File: config.mk
export PLATFORM = sky130hd
export DESIGN_NAME = tlk2711_rx_deframer
export DESIGN_NICKNAME = d
export VERILOG_FILES = /design/src/rtl/tlk2711_rx_deframer.sv
export SDC_FILE = /design/constraint.sdc
export NUM_CORES = 1
export LEC_CHECK = 0
export CAP_MARGIN = 30
export CORE_ASPECT_RATIO = 0.7
export CORE_MARGIN = 8
export CORE_UTILIZATION = 55
export CTS_CLUSTER_SIZE = 14
export DETAILED_ROUTE_END_ITERATION = 16
export GPL_ROUTABILITY_DRIVEN = 0
export PLACE_DENSITY = 0.9
export SLEW_MARGIN = 25
export SYNTH_ARGS = -nofsm -noshare
export SYNTH_HDL_FRONTEND = slang
export SYNTH_SLANG_ARGS = --single-unit
File: constraint.sdc
create_clock -name clk -period 9.4 [get_ports clk]
set_input_delay 1.88 -clock clk [delete_from_list [all_inputs] [get_ports clk]]
set_output_delay 1.88 -clock clk [all_outputs]
set_load 0.02 [all_outputs]
File: src/rtl/tlk2711_rx_deframer.sv
// tlk2711_rx_deframer: TLK2711 16-bit receive deframer with link sync, frame parsing and frame counters.
// Ports: clk/rst_n (sync active-low); i_rxd/i_rkmsb/i_rklsb TLK2711 RX bus; i_clr_cnt clears counters;
// o_link_up sync status; o_data/o_valid/o_sof/o_eof payload stream; o_type frame type;
// o_frame_done/o_frame_ok per-frame verdict pulse; o_ok_cnt/o_err_cnt saturating frame counters.
module tlk2711_rx_deframer #(
  parameter int MAX_LEN  = 1024,
  parameter int SYNC_CNT = 16,
  parameter int LOS_CNT  = 4,
  parameter int CNT_W    = 32
) (
  input  logic             clk,
  input  logic             rst_n,
  input  logic [15:0]      i_rxd,
  input  logic             i_rkmsb,
  input  logic             i_rklsb,
  input  logic             i_clr_cnt,
  output logic             o_link_up,
  output logic [15:0]      o_data,
  output logic             o_valid,
  output logic             o_sof,
  output logic             o_eof,
  output logic [3:0]       o_type,
  output logic             o_frame_done,
  output logic             o_frame_ok,
  output logic [CNT_W-1:0] o_ok_cnt,
  output logic [CNT_W-1:0] o_err_cnt
);
  localparam int SW = $clog2(SYNC_CNT + 1);
  localparam int RW = $clog2(LOS_CNT + 1);
  typedef enum logic [2:0] {S_UNSYNC, S_IDLE, S_HDR, S_PAYLOAD, S_CKSUM, S_EOF} state_t;
  state_t state_q, state_d;
  logic [SW-1:0] sync_q, sync_d;
  logic [RW-1:0] run_q, run_d;
  logic link_q, link_d, valid_q, valid_d, sof_q, sof_d, eof_q, eof_d;
  logic done_q, done_d, ok_q, ok_d, pass_q, pass_d;
  logic [15:0] data_q, data_d, acc_q, acc_d;
  logic [3:0] type_q, type_d;
  logic [11:0] len_q, len_d, idx_q, idx_d;
  logic [CNT_W-1:0] ok_cnt_q, ok_cnt_d, err_cnt_q, err_cnt_d;
  logic is_idle, is_sof, is_eof, is_data, is_cerr, len_ok, ok_inc, err_inc, frame_err;
  assign is_idle = {i_rkmsb, i_rklsb} == 2'b01 && i_rxd == 16'hC5BC;
  assign is_sof  = {i_rkmsb, i_rklsb} == 2'b11 && i_rxd == 16'hFBFB;
  assign is_eof  = {i_rkmsb, i_rklsb} == 2'b11 && i_rxd == 16'hFDFD;
  assign is_data = {i_rkmsb, i_rklsb} == 2'b00;
  assign is_cerr = !(is_idle || is_sof || is_eof || is_data);
  assign len_ok  = i_rxd[11:0] != 12'd0 && i_rxd[11:0] <= 12'(MAX_LEN);
  always_comb begin
    state_d = state_q;
    sync_d = sync_q;
    run_d = run_q;
    link_d = link_q;
    data_d = data_q;
    type_d = type_q;
    len_d = len_q;
    idx_d = idx_q;
    acc_d = acc_q;
    pass_d = pass_q;
    valid_d = 1'b0;
    sof_d = 1'b0;
    eof_d = 1'b0;
    done_d = 1'b0;
    ok_d = 1'b0;
    ok_inc = 1'b0;
    err_inc = 1'b0;
    frame_err = 1'b0;
    case (state_q)
      S_UNSYNC: begin
        sync_d = is_idle ? sync_q + 1'b1 : '0;
        if (is_idle && sync_q == SW'(SYNC_CNT - 1)) begin
          state_d = S_IDLE;
          link_d = 1'b1;
          sync_d = '0;
        end
      end
      S_IDLE: state_d = is_sof ? S_HDR : S_IDLE;
      S_HDR: begin
        if (is_data && len_ok) begin
          type_d = i_rxd[15:12];
          len_d = i_rxd[11:0];
          acc_d = i_rxd;
          idx_d = '0;
          state_d = S_PAYLOAD;
        end else frame_err = 1'b1;
      end
      S_PAYLOAD: begin
        if (is_data) begin
          data_d = i_rxd;
          valid_d = 1'b1;
          sof_d = idx_q == 12'd0;
          eof_d = idx_q == len_q - 12'd1;
          acc_d = acc_q + i_rxd;
          idx_d = idx_q + 12'd1;
          state_d = eof_d ? S_CKSUM : S_PAYLOAD;
        end else frame_err = 1'b1;
      end
      S_CKSUM: begin
        if (is_data) begin
          pass_d = i_rxd == acc_q;
          state_d = S_EOF;
        end else frame_err = 1'b1;
      end
      S_EOF: begin
        if (is_eof) begin
          done_d = 1'b1;
          ok_d = pass_q;
          ok_inc = pass_q;
          err_inc = !pass_q;
          state_d = S_IDLE;
        end else frame_err = 1'b1;
      end
      default: state_d = S_UNSYNC;
    endcase
    // An SOF arriving mid-frame aborts the old frame and starts parsing the new one.
    if (frame_err) begin
      done_d = 1'b1;
      err_inc = 1'b1;
      state_d = is_sof ? S_HDR : S_IDLE;
    end
    // Any code error mid-frame already raised the single abort pulse above, so loss of sync only drops the link.
    if (state_q != S_UNSYNC) begin
      run_d = is_cerr ? run_q + 1'b1 : '0;
      if (is_cerr && run_q == RW'(LOS_CNT - 1)) begin
        state_d = S_UNSYNC;
        link_d = 1'b0;
        run_d = '0;
        sync_d = '0;
      end
    end
    ok_cnt_d = i_clr_cnt ? '0 : ok_cnt_q + CNT_W'(ok_inc && !(&ok_cnt_q));
    err_cnt_d = i_clr_cnt ? '0 : err_cnt_q + CNT_W'(err_inc && !(&err_cnt_q));
  end
  always_ff @(posedge clk) begin
    if (!rst_n) begin
      state_q <= S_UNSYNC;
      sync_q <= '0;
      run_q <= '0;
      link_q <= 1'b0;
      data_q <= '0;
      type_q <= '0;
      len_q <= '0;
      idx_q <= '0;
      acc_q <= '0;
      pass_q <= 1'b0;
      valid_q <= 1'b0;
      sof_q <= 1'b0;
      eof_q <= 1'b0;
      done_q <= 1'b0;
      ok_q <= 1'b0;
      ok_cnt_q <= '0;
      err_cnt_q <= '0;
    end else begin
      state_q <= state_d;
      sync_q <= sync_d;
      run_q <= run_d;
      link_q <= link_d;
      data_q <= data_d;
      type_q <= type_d;
      len_q <= len_d;
      idx_q <= idx_d;
      acc_q <= acc_d;
      pass_q <= pass_d;
      valid_q <= valid_d;
      sof_q <= sof_d;
      eof_q <= eof_d;
      done_q <= done_d;
      ok_q <= ok_d;
      ok_cnt_q <= ok_cnt_d;
      err_cnt_q <= err_cnt_d;
    end
  end
  assign o_link_up = link_q;
  assign o_data = data_q;
  assign o_valid = valid_q;
  assign o_sof = sof_q;
  assign o_eof = eof_q;
  assign o_type = type_q;
  assign o_frame_done = done_q;
  assign o_frame_ok = ok_q;
  assign o_ok_cnt = ok_cnt_q;
  assign o_err_cnt = err_cnt_q;
endmodule
# After elaboration in Yosys (flattened, before gate mapping)
# Cells that the tools add are included.
# totals
output_inout_bits,90
register_bits,142
# op_classes
addsub,7
mux,41
n_eq_ne,16
n_bitwise,1
magnitude_cmp,1
reduce_logical,32
# ops
cell,n
adder 32 x 1 -> 32 bit,2
AND reduction 32 bit,2
== test 16 bit (second input constant),3
2-to-1 mux 3 bit,11
2-to-1 mux 16 bit,2
one-hot mux 16 bit (2 select lines),1
2-to-1 mux 5 bit,5
2-to-1 mux 12 bit,2
one-hot mux 12 bit (2 select lines),1
one-hot mux 3 bit (6 select lines),1
adder 16 bit,1
== test 16 bit,1
2-to-1 mux 1 bit,16
adder 12 x 1 -> 12 bit (second input constant),1
== test 12 bit,1
less-or-equal comparator 12 x 11 -> 1 bit (second input constant),1
zero test 12 bit,1
nonzero test 12 bit,1
subtractor 12 x 1 -> 12 bit (second input constant),1
== test 3 x 2 -> 1 bit (second input constant),3
logical AND 1 bit,9
AND reduction 2 bit,4
== test 3 bit (second input constant),2
AND reduction 3 bit,2
17 further kinds,24

# Depth between registers and ports, before layout
# Gate-level depths: netlist (run 1).
# depth
word_depth,9
ltp_mapped,16

# Worst setup path before layout (run 1)
# No wires, ideal clock.
# synth_path
path_type,input-to-reg
startpoint,input i_rxd[1]
endpoint,"register err_cnt_q[30], in the netlist o_err_cnt[30]"
path_buffers,1
cell_stages,14
t_arrival_ns,4.720
slack_ns,4.610
setup_time_ns,0.071
cell_sequence,or4_1 nor4_1 nor3_1 o21a_1 o32a_1 o21a_1 nor2_1 ha_1 ha_1 nand2_1 or2_2 clkbuf_1 or3_1 a21oi_1
# synth_between
elab_chain_len,8
# synth_lines
element,line_no,text
from (decl),13,"input logic [15:0] i_rxd,"
less-or-equal comparator 12 x 11 -> 1 bit / nonzero test 12 bit (equally long branches),46,assign len_ok = i_rxd[11:0] != 12'd0 && i_rxd[11:0] <= 12'(MAX_LEN);
logical AND 1 bit,46,
logical AND 1 bit,77,if (is_data && len_ok) begin
2-to-1 mux 1 bit,77,
one-hot mux 1 bit (3 select lines),66,case (state_q)
2-to-1 mux 1 bit *,114,if (frame_err) begin
logical AND 1 bit *,130,err_cnt_d = i_clr_cnt ? '0 : err_cnt_q + CNT_W'(err_inc && !(&err_cnt_q));
adder 32 x 1 -> 32 bit *,130,
to (signal assigned),168,err_cnt_q <= err_cnt_d;
to (decl),39,"logic [CNT_W-1:0] ok_cnt_q, ok_cnt_d, err_cnt_q, err_cnt_d;"
# Every way passes the cells marked *; elsewhere a longest branch is shown, timed or not.
# A chain may end at the register's enable or synchronous reset.

# Final worst setup path (run 1)
# layout_path
startpoint,input i_rxd[2]
endpoint,"register err_cnt_q[16], in the netlist o_err_cnt[16]"
# The elaborated chain is that of the path after synthesis.

==> impl_metrics.yaml, run 1 <==
run_status:
  status: "finished clean"
critical_path:
  worst_path_max_delay_cell: "or4_1"
  crit_required_ps: 9680
  cp-endpoint: "o_err_cnt[16]"
  critPathCaptureType: "flop"
  reg2reg_slack_ps: 6120
  r2r_start: "state_q[1]"
  crit_path_max_incr_delay_ps: 590
  criticalPathCategory: "input port to flop"
  rr_worst_depth: 8
  reg2reg_to: "idx_q[9]"
  cp_cell_sequence: "clkdlybuf4s50_1 -> or4_1 -> nor4_1 -> nor3_1 -> o21a_1 -> o32a_1 -> o21a_1 -> nor2_1 -> ha_1 -> ha_1 -> nand2_1 -> or3_1 -> inv_1 -> nand3_1 -> xor2_1 -> nor2_1"
  cp-start-kind: "input port"
  cp-startpoint: "i_rxd[2]"
  critPathArrivalTime_ps: 5590
  path_max_fanout: 7
clock_network:
  clkTransAtPathRegs_ps: 60
  clock_latency_ps: 410
  cts_resized: 0
  numClockSinks: 142
  clockRootBuffer: "clkbuf_16"
  htree_levels: 4
  cts_buffer_depth: 2
  cts_buffers: 17
  cts_hold_buffers: 0
  cts_setup_buffers: 0
  cts_tree: "yes"
global_routing:
  grt_antenna_before_repair: 0
  grt_max_degree: 65
  grt_pass1_wl_mm: 31.62
  use_met2_pct: 33.59
  use_met1_pct: 31.71
  grt_pass1_vias: 6311
  top_usage_layer: "met2"
  grt-ovfl-total: 0
  met3_usage_pct: 7.382
  track_usage_pct: 23.08
logic_synthesis:
  postSynthAreaPerCell_um2: 8.119
  yosysWarnings: 0
  yosysSeqAreaShare_pct: 40.11
  synth_edf_count: 0
  syn_nets: 921
  yosys.area.top_type: "dfxtp_1"
  synth_common_cells: "nor2_1 (143), dfxtp_1 (142), nand2_1 (96)"
  synth_area_um2: 7088
  ys_ff_latch: 142
  syn_inst: 873
  async_reset_ff_share_pct: 0
  netlist.area_leader.share_pct: 40.11
  yosysMostFrequentCell: "nor2_1"
  ys_types: 52
  synth.area.top_cells: "dfxtp_1 (40%), nor2_1 (7.6%), xor2_1 (7.5%)"
  synthFlopType: "dfxtp_1"
placement:
  dpl.hpwl_mm: 13.90
  dpl-instance-area_um2: 8297
  io_buffer_count: 110
  placedCellCount: 1116
layout:
  nNetsFinal: 1021
  fin_cells: 1148
  design_area_um2: 8882
  drive_above_1_share_pct: 4.665
  n_antenna_cell: 0
  synthToLayoutAreaGrowth_pct: 25.31
die:
  die_area_um2: 16830
  io-pin-count: 111
  die_w_um: 151.7
  core-area_um2: 12510
  num_rows: 34
  die_h_um: 111.0
  start_util_pct: 56.67
route:
  drt_iter0_drc: 685
  wl_per_cell_um: 17.17
  detail_route.vias_per_cell: 5.907
  routed_wirelength_mm: 19.71
  num_vias: 6781
  antenna_left: 0
  dr.pass1.iters: 6
  drcViolationCount: 0
min_path:
  min_from: "len_q[11]"
  hold_path.class: "flop to flop"
timing:
  tightestPinTransition_ps: 952.1
  finClkSkew_ps: 9.911
  finalCriticalPeriod_ps: 5312
  hold_viol: 0
  finalSetupTns_ps: 0
  fmax_ghz: 0.1883
  min_period_over_period_pct: 56.51
  slew-limit-headroom_pct: 36.43
  setup_viol: 0
  report.final.slew_viol_count: 0
  rsz0062_at_grt: "false"
pwr:
  p_leak_nw: 3.177
  vdd_drop_max_v: 0.0001600
  powerDensity_nw_per_um2: 147.7
job:
  cap_violations: 0
==> per-stage QoR <==
stage	hold slack, ps	worst slack [ps]	total power (W)	util (%)
floorplan	421.8	4610	0.0006371	-
global placement	430.8	3818	0.0006570	66.34
detailed placement	434.8	3735	0.0006577	66.34
CTS	443.5	4148	0.001317	71.00
global route	475.1	3772	0.001350	71.02
finish	440.2	4088	0.001312	71.02
==> how the worst min path moves through the flow <==
stage	endpoint	slack, ps	depth (start not counted)
after CTS	len_q[11]	440	2
after global routing	o_data[2]	480	2
after floorplan	len_q[11]	420	2
final	len_q[11]	440	2
after detailed placement	len_q[11]	430	2
after global placement	len_q[11]	430	2
==> worst max-delay path: cells and delay by family <==
| family | cells | cell delay [ps] |
|---|---|---|
| AOI/OAI and AO/OA | 3 | 610 |
| xor gates and xnor gates | 1 | 160 |
| adders and majority gates | 2 | 440 |
| buffers and inverters | 2 | 630 |
| and+or+nand+nor | 8 | 1900 |
==> registers in the layout (all words and copies together) (netlist names), 3 cells and up <==
register / cells
acc_q: 16
idx_q: 12
len_q: 12
o_data: 16
o_err_cnt: 32
o_ok_cnt: 32
o_type: 4
run_q: 3
state_q: 3
sync_q: 5
==> cells in the final DEF, fill, tap and decap left out, types with 18 or more instances in the layout <==
cell type | netlist | final
xnor2_1 | 25 | 25
xor2_1 | 61 | 61
a21oi_1 | 49 | 49
dfxtp_1 | 142 | 142
nor2_1 | 143 | 143
ha_1 | 26 | 26
nand3_1 | 47 | 47
nor3_1 | 19 | 19
inv_1 | 27 | 27
nand2_1 | 96 | 96
clkdlybuf4s50_1 | 0 | 110
nand4_1 | 18 | 18
o21ai_0 | 28 | 28
==> report_power, final <==
part              switching, W  internal [W]
clock                 0.000264      0.000401
combinational        0.0000301     0.0000151
sequential     0.0000000000161      0.000602
total                 0.000294       0.00102
==> cell type report <==
cell class / count / area [um2]
well taps: 162 / 202.7
flip-flops and latches: 142 / 2843
clock inverters: 11 / 132.6
repair buffers: 113 / 1124
multi-input cells: 671 / 4025
inverters: 28 / 105.1
fillers: 967 / 3625
clock buffers: 21 / 450.4
==> logic make-up after synthesis <==
kind of cell | Yosys count | share of synthesized area (%)
compound gates | 130 | 11.42
buf+inv | 60 | 3.266
flops | 142 | 40.11
simple gates | 411 | 27.31
xor+xnor | 86 | 10.63
mux | 17 | 2.401
fa+ha+maj | 27 | 4.872
==> metal layers <==
| layer | wire length [um] | vias up |
|---|---|---|
| met4 | 361 | 0 |
| met2 | 8573 | 342 |
| met1 | 8607 | 3173 |
| met3 | 2166 | 40 |
| met5 | 0 | - |
| li1 | - | 3226 |
Power figures use the tool's default switching activity.
==> inputs of run 2 (changes only) <==
--- a/config.mk
+++ b/config.mk
@@ -8,11 +8,11 @@
 export CAP_MARGIN = 30
 export CORE_ASPECT_RATIO = 0.7
 export CORE_MARGIN = 8
-export CORE_UTILIZATION = 55
+export CORE_UTILIZATION = 54
 export CTS_CLUSTER_SIZE = 14
 export DETAILED_ROUTE_END_ITERATION = 16
 export GPL_ROUTABILITY_DRIVEN = 0
-export PLACE_DENSITY = 0.9
+export PLACE_DENSITY = 0.89
 export SLEW_MARGIN = 25
 export SYNTH_ARGS = -nofsm -noshare
 export SYNTH_HDL_FRONTEND = slang
==> constraint.sdc (replaced) <==
create_clock -name clk -period 5.4 [get_ports clk]
set_input_delay 1.08 -clock clk [delete_from_list [all_inputs] [get_ports clk]]
set_output_delay 1.08 -clock clk [all_outputs]
set_load 0.02 [all_outputs]
==> run 2 against run 1 <==
Effect of this change:
- setup slack worse by 3200 ps
- via count decreased by 2.0%
- wire length shrank 1.6%
- non-clock buffer count up 10
- critical path type unchanged
- highest routed layer unchanged
- global-route usage decreased by 0.85 points
- core utilization shrank 1.9 points
==> impl_metrics.yaml, run 2 (synthesis results as in run 1) <==
min_path:
  min_from: "len_q[11]"
  hold_path.class: "flop to flop"
  worstHoldPathCells: 2
  hold_end: "len_q[11]"
clock_network:
  clock_latency_ps: 430
  htree_levels: 4
  cts_hold_buffers: 0
  cts_setup_buffers: 0
  cts_buffer_depth: 2
  clockRootBuffer: "clkbuf_16"
  cts_buffers: 17
  clkTransAtPathRegs_ps: 70
  cts_resized: 0
  numClockSinks: 142
  cts_tree: "yes"
layout:
  drive_above_1_share_pct: 5.823
  fillers: 1013
  utilization_pct: 69.12
  layout_commonest_cell: "nor2_1"
  nNetsFinal: 1031
  n_antenna_cell: 0
  design_area_um2: 8990
  mostFrequentLayoutCells: "nor2_1 (143), dfxtp_1 (142), clkdlybuf4s50_1 (110)"
  synthToLayoutAreaGrowth_pct: 26.83
  fin_cells: 1162
global_routing:
  grt_pass1_vias: 6208
  track_usage_pct: 22.23
  grt-ovfl-total: 0
  grt_max_degree: 55
  grt_antenna_before_repair: 0
  grt_pass1_wl_mm: 31.45
die:
  num_rows: 35
  start_util_pct: 54.50
  die_area_um2: 17110
  die_h_um: 111.9
  io-pin-count: 111
  core-area_um2: 13010
  die_w_um: 152.9
route:
  wl_per_cell_um: 16.68
  detail_route.vias_per_cell: 5.719
  drcViolationCount: 0
  routed_wirelength_mm: 19.39
  dr.pass1.iters: 6
  antenna_left: 0
  num_vias: 6646
  drt_iter0_drc: 505
critical_path:
  path_buf_inv: 1
  worst_path_max_delay_cell: "or4_1"
  reg2reg_to: "idx_q[11]"
  rr_worst_depth: 8
  reg2reg_slack_ps: 2170
  r2r_start: "state_q[1]"
  cp-start-kind: "input port"
  cp_top_family: "simple AND/OR/NAND/NOR gates"
  cp-startpoint: "i_rxd[1]"
  critPathArrivalTime_ps: 4900
  path_depth: 14
  crit_required_ps: 5760
  criticalPathCategory: "input port to flop"
  crit_path_max_incr_delay_ps: 610
  critPathCaptureType: "flop"
  cp_cell_sequence: "clkdlybuf4s50_1 -> or4_1 -> nor4_1 -> nor3_1 -> o21a_1 -> o32a_1 -> o21a_1 -> nor2_1 -> ha_1 -> ha_1 -> nand2_1 -> or3_1 -> or3_1 -> a21oi_1"
  path_max_fanout: 7
run_status:
  status: "finished clean"
pwr:
  seq_power_share_pct: 44.9
  vdd_drop_max_v: 0.0002111
  cell_internal_pwr_w: 0.001774
  powerDensity_nw_per_um2: 259.6
  p_sw_w: 0.0005603
  switching_share_pct: 24.01
  p_leak_nw: 3.240
  pwr-share-clk_pct: 51.5
  combPwrFrac_pct: 3.7
timing:
  rsz0062_at_grt: "false"
  finalCriticalPeriod_ps: 4537
  finalSetupTns_ps: 0
  hold-worst-slack_ps: 443.3
  slew-limit-headroom_pct: 52.48
  tightestPinTransition_ps: 707.4
  fmax_ghz: 0.2204
  setup_viol: 0
  hold_viol: 0
  report.final.slew_viol_count: 0
  finClkSkew_ps: 10.19
  min_period_over_period_pct: 84.02
placement:
  placedCellCount: 1129
  dpl-instance-area_um2: 8369
  io_buffer_count: 110
  dpl.hpwl_mm: 13.81
job:
  cap_violations: 0
==> run 2: power by group through the flow <==
stage | logic, W | registers [W] | clock network [W]
floorplan | 0.0000384 | 0.00107 | 0
global placement | 0.0000776 | 0.00107 | 0
detailed placement | 0.0000793 | 0.00107 | 0
CTS | 0.0000805 | 0.00105 | 0.00121
global route | 0.0000903 | 0.00105 | 0.00126
finish | 0.0000855 | 0.00105 | 0.00120
==> run 2: area by class of cell <==
class / count / area (um2) / share of cell area [%]
Tap cell: 166 / 207.7 / 2.310
Clock buffer: 17 / 425.4 / 4.732
Inverter: 28 / 105.1 / 1.169
Timing Repair Buffer: 123 / 1211 / 13.47
Multi-Input combinational cell: 671 / 4023 / 44.75
Sequential cell: 142 / 2843 / 31.62
Clock inverter: 15 / 175.2 / 1.949
==> run 2: tightest hold or removal path: stages (launching register included) <==
cell and delay, ps:
dfxtp_1 320, inv_1 50, nor2_1 30
==> run 2: metrics by stage <==
stage                     setup slack [ps]  power (W)
after floorplan                       1410   0.001109
after global placement               582.5   0.001148
after detailed placement             433.2   0.001150
after CTS                            882.5   0.002341
after global routing                 538.9   0.002396
final                                863.2   0.002334
==> run 2: worst max-delay path by stage <==
stage / end / slack (ps)
6_report: o_err_cnt[20] / 860
4_1_cts: o_err_cnt[20] / 880
3_3_place_gp: o_err_cnt[20] / 580
3_5_place_dp: o_err_cnt[20] / 430
5_1_grt: o_err_cnt[17] / 540
2_1_floorplan: o_err_cnt[30] / 1410
==> run 2: metal layers <==
metal | up-vias | part of all wire, % | GRT usage (%) | wire length [um]
met1 | 3090 | 45 | 28.89 | 8689
met3 | 49 | 9.4 | 6.889 | 1829
met2 | 276 | 43 | 33.46 | 8346
li1 | 3231 | - | - | -
met4 | 0 | 2.7 | 9.593 | 521
met5 | - | 0 | 0 | 0
